--- src/rtl/l2_access_arbiter.sv ---
// l2_access_arbiter
// Sequences every access into the L2 cache. Demand traffic (L1 misses and
// writebacks) shares the single L2 request port with installs from a
// one-entry prefetch buffer. Demand normally wins, but a waiting install is
// forced once MAX_DEFER demand grants have gone past it. A demand read to
// the buffered block waits for the install. A demand write to the buffered
// block drops the now-stale prefetch.

module l2_access_arbiter #(
    parameter int unsigned MAX_DEFER = 4
) (
    input  logic         clk,
    input  logic         reset,
    // demand side (L1 arbiter)
    input  logic         dem_read,
    input  logic         dem_write,
    input  logic [15:0]  dem_address,
    input  logic [127:0] dem_wdata,
    output logic         dem_resp,
    output logic [127:0] dem_rdata,
    // prefetcher side
    input  logic         pf_valid,
    input  logic [15:0]  pf_address,
    input  logic [127:0] pf_rdata,
    output logic         pf_ack,
    output logic         dont_prefetch,
    // L2 side
    output logic         l2_read,
    output logic         l2_write,
    output logic [15:0]  l2_address,
    output logic [127:0] l2_wdata,
    output logic         l2_prefetch,
    input  logic         l2_resp,
    input  logic [127:0] l2_rdata
);

    typedef enum logic [1:0] {
        IDLE    = 2'd0,
        DEMAND  = 2'd1,
        INSTALL = 2'd2
    } state_e;

    localparam logic [3:0] MAX_DEFER_C = 4'(MAX_DEFER);

    state_e         state_q, state_d;
    logic           buf_valid_q, buf_valid_d;
    logic [15:0]    buf_addr_q, buf_addr_d;
    logic [127:0]   buf_data_q, buf_data_d;
    logic [3:0]     dcnt_q, dcnt_d;

    logic           dem_req;
    logic           blk_hit;
    logic           drop_buf;
    logic           install_done;
    logic           defer_inc;

    assign dem_req = dem_read | dem_write;

    // A demand touches the buffered block (compared on block address only).
    assign blk_hit = buf_valid_q & (dem_address[15:4] == buf_addr_q[15:4]);

    // The entry only accepts a new block when it is empty. A block offered
    // in the cycle the entry drains is therefore taken one cycle later.
    assign pf_ack        = pf_valid & ~buf_valid_q & ~reset;
    assign dont_prefetch = buf_valid_q | (state_q == INSTALL);

    // L2 read data always flows straight back to the demand side.
    assign dem_rdata = l2_rdata;

    // Next-state decision and L2 request outputs for the current state.
    always_comb begin
        // NOTE: every signal driven here gets a default first, so no path
        // through the case statement can leave one unassigned and infer a latch.
        state_d      = state_q;
        drop_buf     = 1'b0;
        install_done = 1'b0;
        defer_inc    = 1'b0;
        dem_resp     = 1'b0;
        l2_read      = 1'b0;
        l2_write     = 1'b0;
        l2_prefetch  = 1'b0;
        l2_address   = '0;
        l2_wdata     = '0;

        unique case (state_q)
            IDLE: begin
                if (dem_read && blk_hit) begin
                    // Install first so the read sees the prefetched block.
                    state_d = INSTALL;
                end else if (dem_write && blk_hit) begin
                    // The write supersedes the buffered block; drop it.
                    state_d  = DEMAND;
                    drop_buf = 1'b1;
                end else if (dem_req && buf_valid_q && (dcnt_q == MAX_DEFER_C)) begin
                    // The prefetch has waited long enough; force it in.
                    state_d = INSTALL;
                end else if (dem_req) begin
                    state_d   = DEMAND;
                    defer_inc = buf_valid_q;
                end else if (buf_valid_q) begin
                    state_d = INSTALL;
                end
            end

            DEMAND: begin
                l2_read    = dem_read;
                l2_write   = dem_write;
                l2_address = dem_address;
                l2_wdata   = dem_wdata;
                dem_resp   = l2_resp;
                if (l2_resp) begin
                    state_d = IDLE;
                end
            end

            INSTALL: begin
                l2_write    = 1'b1;
                l2_prefetch = 1'b1;
                l2_address  = buf_addr_q;
                l2_wdata    = buf_data_q;
                if (l2_resp) begin
                    state_d      = IDLE;
                    install_done = 1'b1;
                end
            end

            default: begin
                state_d = IDLE;
            end
        endcase
    end

    // Prefetch entry and defer counter updates.
    always_comb begin
        buf_valid_d = buf_valid_q;
        buf_addr_d  = buf_addr_q;
        buf_data_d  = buf_data_q;
        dcnt_d      = dcnt_q;

        // Draining and capturing never coincide: a drain needs a full entry,
        // a capture needs an empty one.
        if (drop_buf || install_done) begin
            buf_valid_d = 1'b0;
        end
        if (pf_ack) begin
            buf_valid_d = 1'b1;
            buf_addr_d  = pf_address;
            buf_data_d  = pf_rdata;
        end

        if (install_done) begin
            dcnt_d = '0;
        end else if (defer_inc && (dcnt_q != MAX_DEFER_C)) begin
            dcnt_d = dcnt_q + 4'd1;
        end
    end

    // State, entry and counter registers with synchronous reset.
    always_ff @(posedge clk) begin
        // NOTE: sequential state uses non-blocking assignments so every
        // register samples its pre-edge inputs regardless of statement order.
        if (reset) begin
            state_q     <= IDLE;
            buf_valid_q <= 1'b0;
            buf_addr_q  <= '0;
            // NOTE: the wide data store is reset along with the entry so the
            // whole buffer has a known value from the first cycle after reset.
            buf_data_q  <= '0;
            dcnt_q      <= '0;
        end else begin
            state_q     <= state_d;
            buf_valid_q <= buf_valid_d;
            buf_addr_q  <= buf_addr_d;
            buf_data_q  <= buf_data_d;
            dcnt_q      <= dcnt_d;
        end
    end

endmodule

--- config.mk ---
export PLATFORM = sky130hd
export DESIGN_NAME = l2_access_arbiter
export DESIGN_NICKNAME = d
export VERILOG_FILES = /design/src/rtl/l2_access_arbiter.sv
export SDC_FILE = /design/constraint.sdc
export NUM_CORES = 1
export LEC_CHECK = 0
export BUFFER_PORTS_ARGS = -buffer_cell sky130_fd_sc_hd__buf_2
export CORE_AREA = 2 2 273 275
export CTS_BUF_LIST = sky130_fd_sc_hd__clkbuf_8
export DETAILED_ROUTE_END_ITERATION = 7
export DIE_AREA = 0 0 275 277
export GPL_ROUTABILITY_DRIVEN = 0
export PLACE_DENSITY_LB_ADDON = 0.15
export SYNTH_ARGS = -nofsm -noshare
export SYNTH_HDL_FRONTEND = slang
export SYNTH_SLANG_ARGS = --single-unit
--- constraint.sdc ---
create_clock -name clk -period 2.7 [get_ports clk]
set_input_delay 0.81 -clock clk [delete_from_list [all_inputs] [get_ports clk]]
set_output_delay 0.81 -clock clk [all_outputs]
set_load 0.01 [all_outputs]
Yosys cells after proc, flatten, opt, wreduce, memory -nomap -nowiden
Cells that the tools add are included.
{ "totals": {"word_cells": 56, "reg_bits": 151, "input_bits": 422} }
{ "op_classes": {"n_bitwise": 7, "n_mux": 25, "reduce_logical": 11, "addsub": 1, "n_eq_ne": 7} }
{ "ops": {"columns": ["operator", "count"], "rows": [
  ["$pmux W128 S2", 1],
  ["$pmux W16 S2", 1],
  ["$mux W1", 15],
  ["$eq A12 B12 Y1", 1],
  ["$mux W2", 6],
  ["$ne A6 B6 Y1 const B", 1],
  ["$logic_and A1 B1 Y1", 5],
  ["$add A4 B1 Y4 const B", 1],
  ["$eq A4 B3 Y1 const B", 1],
  ["$ne A4 B3 Y1 const B", 1],
  ["$pmux W2 S2", 1],
  ["$reduce_or A2 Y1", 2],
  ["$and A1 B1 Y1", 3],
  ["$eq A2 B1 Y1 const B", 1],
  ["$eq A2 B2 Y1 const B", 1],
  ["$logic_not A2 Y1", 1],
  ["$ne A2 B1 Y1 const B", 1],
  ["$not A1 Y1", 2],
  ["$or A1 B1 Y1", 2],
  ["$pmux W1 S2", 1],
  ["$reduce_and A2 Y1", 1],
  ["$reduce_bool A2 Y1", 1],
  ["$logic_or A1 B1 Y1", 1]
]} }

Logic depth before layout (Yosys ltp)
{ "logic_depth": {"depth_word": 9, "mapped_depth": 7} }

Least setup slack after synthesis
Ideal clock, no wire load.
{ "synth_path": {"path_type": "reg2out", "from": "register state_q[0]", "to": "output port l2_wdata[106]", "setup_slack_ns": 0.341, "t_required_ns": 1.890, "n_path_buf": 2, "arrival_ns": 1.549, "path_stages_with_launch": 7, "cell_sequence": "dfxtp_1 inv_1 ha_1 clkbuf_1 clkbuf_1 a22oi_1 nor2b_1"} }
{ "synth_via": {"elab_chain_cells": 2} }
{ "synth_rtl": {"columns": ["item", "line_no", "text"], "rows": [
  ["from (decl)", "45", "state_e state_q, state_d;"],
  ["from (signal assigned)", "171", "state_q <= state_d;"],
  ["$eq A2 B2 Y1 or $eq A2 B1 Y1 (tied branches)", "85", "unique case (state_q)"],
  ["$pmux W128 S2 *", "85", null],
  ["to (decl)", "31", "output logic [127:0] l2_wdata,"]
]} }
Mark *: on every way between the ends. The rest lies on a longest branch, timed or not.

Worst setup path in the final report
{ "layout_path": {"from": "register state_q[0]", "to": "output port l2_wdata[120]"} }
The elaborated chain is that of the path after synthesis.

==> results_dict.tcl <==
set metrics [dict create \
    synth_area_leaders "dfxtp_1 35%, nand2_1 13%, a22oi_1 13%" \
    cts.clk_slew.worst_paths_ps 110 \
    die_area_um2 76200 \
    critPathLaunch "state_q[0]" \
    syn_avg_cell_area_um2 7.41 \
    syn_area_um2 8620 \
    ys_async_sr_fraction_pct 0 \
    yosysMostFrequentCell "nand2_1" \
    fp-row-count 100 \
    grt_first_pass_wirelength_mm 61.6 \
    rrSetupSlack_ps 800 \
    io_pins 700 \
    powerDensity_nw_per_um2 628 \
    yosys.area.top_type "dfxtp_1" \
    gr-total-overflow 0 \
    r2r_cells 6 \
    ctsHoldBuffers 0 \
    clockBufferDepth 2 \
    drive_above_1_share_pct 48.5 \
    design_area_um2 13900 \
    clock_sinks 151 \
    firstDrtPassIters 5 \
    synthToLayoutAreaGrowth_pct 61.0 \
    setup_viol 144 \
    die_w_um 275 \
    violations "setup timing" \
    r2r-end "state_q[0]" \
    die_h_um 277 \
    synth_top_cells_by_count "294 x nand2_1, 151 x dfxtp_1, 148 x o21ai_0" \
    cts_tree "built" \
    vias 9193 \
    whs_ps 457 \
    fin_skew_ps 22.4 \
    cts_max_level 4 \
    worstSetupEndpointType "output port" \
    fp.coreArea_um2 73600 \
    status "finished, violations left" \
    drc 0 \
    required_ps 1890 \
    grt_antenna_before_repair 12 \
    hpwl_mm 27.2 \
    fmax_mhz 353 \
    yosysWarnings 0 \
    grt_max_degree 147 \
    min_path_type "primary input to flop" \
    ys.flop_type "dfxtp_1" \
    critPathMaxFanout 12 \
    drtIter0Drc 427 \
    synth.distinct_cells 30 \
    synthesis.instances 1163 \
    fin_crit_ps 2840 \
    cts_root_buffer "clkbuf_8" \
    hold_viol_final 0 \
    crit_end "l2_wdata[120]" \
    critPathKind "flop to output port" \
    p_leak_nw 5.36 \
    setup_ws_ps -136 \
    worstMarginPinSlew_ps 839 \
    cp.arrival_ps 2030 \
    r2r-start "buf_addr_q[7]" \
    yosysSeqAreaShare_pct 35.1 \
    fin_nets 1915 \
    power.total_w 0.00871 \
    synth_nets 1590 \
    post_dp_cell_area_um2 11100 \
    viasPerCell 3.72 \
    maxCapViolCount 0 \
    grt.total_usage_pct 11.2 \
    rsz0062_at_grt "true" \
    ant_nets 0 \
    fin_crit_sh_pct 105 \
    slew-limit-headroom_pct 44.1 \
    insertion_delay_ps 540 \
    drt-total-wl_mm 47.8 \
    ys_ff_latch 151 \
    start_kind "flop" \
    cts_buffers 17 \
    start_util_pct 11.7 \
    yosys.area.top_type_share_pct 35.1 \
    io_buffers 443 \
    wire_per_inst_um 19.4 \
    grt_pass1_vias 9097 \
    report.final.slew_viol_count 0 \
    synth_edf_count 0 \
    ir_worst_vdd_v 0.000250 \
]
[metrics by stage]
stage / cells / setup TNS [ps] / utilization, % / worst slack (ps)
floorplan: 1163 / 0 / - / 341
global placement: 2379 / 0 / 15.1 / 179
detailed placement: 2379 / 0 / 15.1 / 198
CTS: 2454 / -22600 / 17.5 / -216
global route: 2470 / -28950 / 18.9 / -251
finish: 2471 / -7950 / 18.9 / -136
[per-layer routing]
layer	GRT usage, %	vias up	routed length [um]
met5	0	-	81
met4	3.94	12	1170
met3	4.27	79	3880
met2	18.9	364	22700
met1	12.9	4305	19900
li1	-	4433	-
[power breakdown]
part	internal, W	switching (W)	leakage [nW]	total (W)
logic	0.00216	0.00211	3.93	0.00427
registers	0.00242	0.000158	1.24	0.00258
clock network	0.000774	0.00109	0.185	0.00187
[how the worst min path moves through the flow]
stage | endpoint | slack [ps] | startpoint | depth (start not counted)
after CTS | buf_data_q[45] | 350 | pf_rdata[45] | 3
final | buf_data_q[45] | 460 | pf_rdata[45] | 3
after detailed placement | buf_data_q[96] | 450 | buf_data_q[96] | 2
after global placement | buf_data_q[34] | 450 | buf_data_q[34] | 2
after global routing | buf_data_q[56] | 380 | pf_rdata[56] | 3
after floorplan | buf_addr_q[0] | 440 | buf_addr_q[0] | 2
[final cells by class]
cell class                      count  area, um2
Fill cell                        8286      59700
Antenna cell                        1       2.50
Tap cell                          969       1210
Clock buffer                       18        248
Clock inverter                     14        141
Inverter                            9       46.3
Timing Repair Buffer              530       4110
Sequential cell                   151       3030
Multi-Input combinational cell    779       5080
[repair_timing]
item,in CTS,in global routing
cloned,23,17
buffers inserted,20,5
resized for setup,116,139
endpoints found under the setup margin,149,148
pin swaps,41,43
[state kept, by name (all words and copies together) (netlist names)]
| signal | count |
|---|---|
| buf_data_q | 128 |
| buf_addr_q | 16 |
| dcnt_q | 4 |
| state_q | 2 |
| buf_valid_q | 1 |
[critical path: stages (launching register included)]
cell and delay (ps):
dfxtp_4 380, buf_6 100, ha_4 180, buf_12 210, buf_16 190, a22oi_2 70, nor2b_1 180, buf_2 180
[cell usage in the layout (no fill, tap or decap), types with 7 or more instances in the layout]
| cell | count |
|---|---|
| buf_2 | 410 |
| buf_12 | 22 |
| nor2b_1 | 102 |
| xnor2_1 | 12 |
| a22oi_1 | 39 |
| nand2_1 | 294 |
| clkbuf_8 | 18 |
| o21ai_0 | 148 |
| nor2b_4 | 33 |
| clkbuf_16 | 12 |
| dfxtp_1 | 149 |
| a22oi_2 | 105 |
| inv_6 | 7 |
| buf_6 | 42 |
| buf_4 | 15 |
| nor2b_2 | 10 |
| buf_16 | 24 |
[kinds of logic (layout without fill, tap and decap cells)]
kind of cell	after synthesis	in the layout	synth area share, %
XOR/XNOR	12	12	1.22
buffers and inverters	233	571	15.9
AO/OA/AOI/OAI	304	304	22.1
AND/OR/NAND/NOR	456	456	24.8
other	0	1	0
multiplexers	2	2	0.232
adder cells (fa/ha/maj)	5	5	0.726
flip-flops	151	151	35.1
No activity file was read; power rests on OpenSTA's default activity.
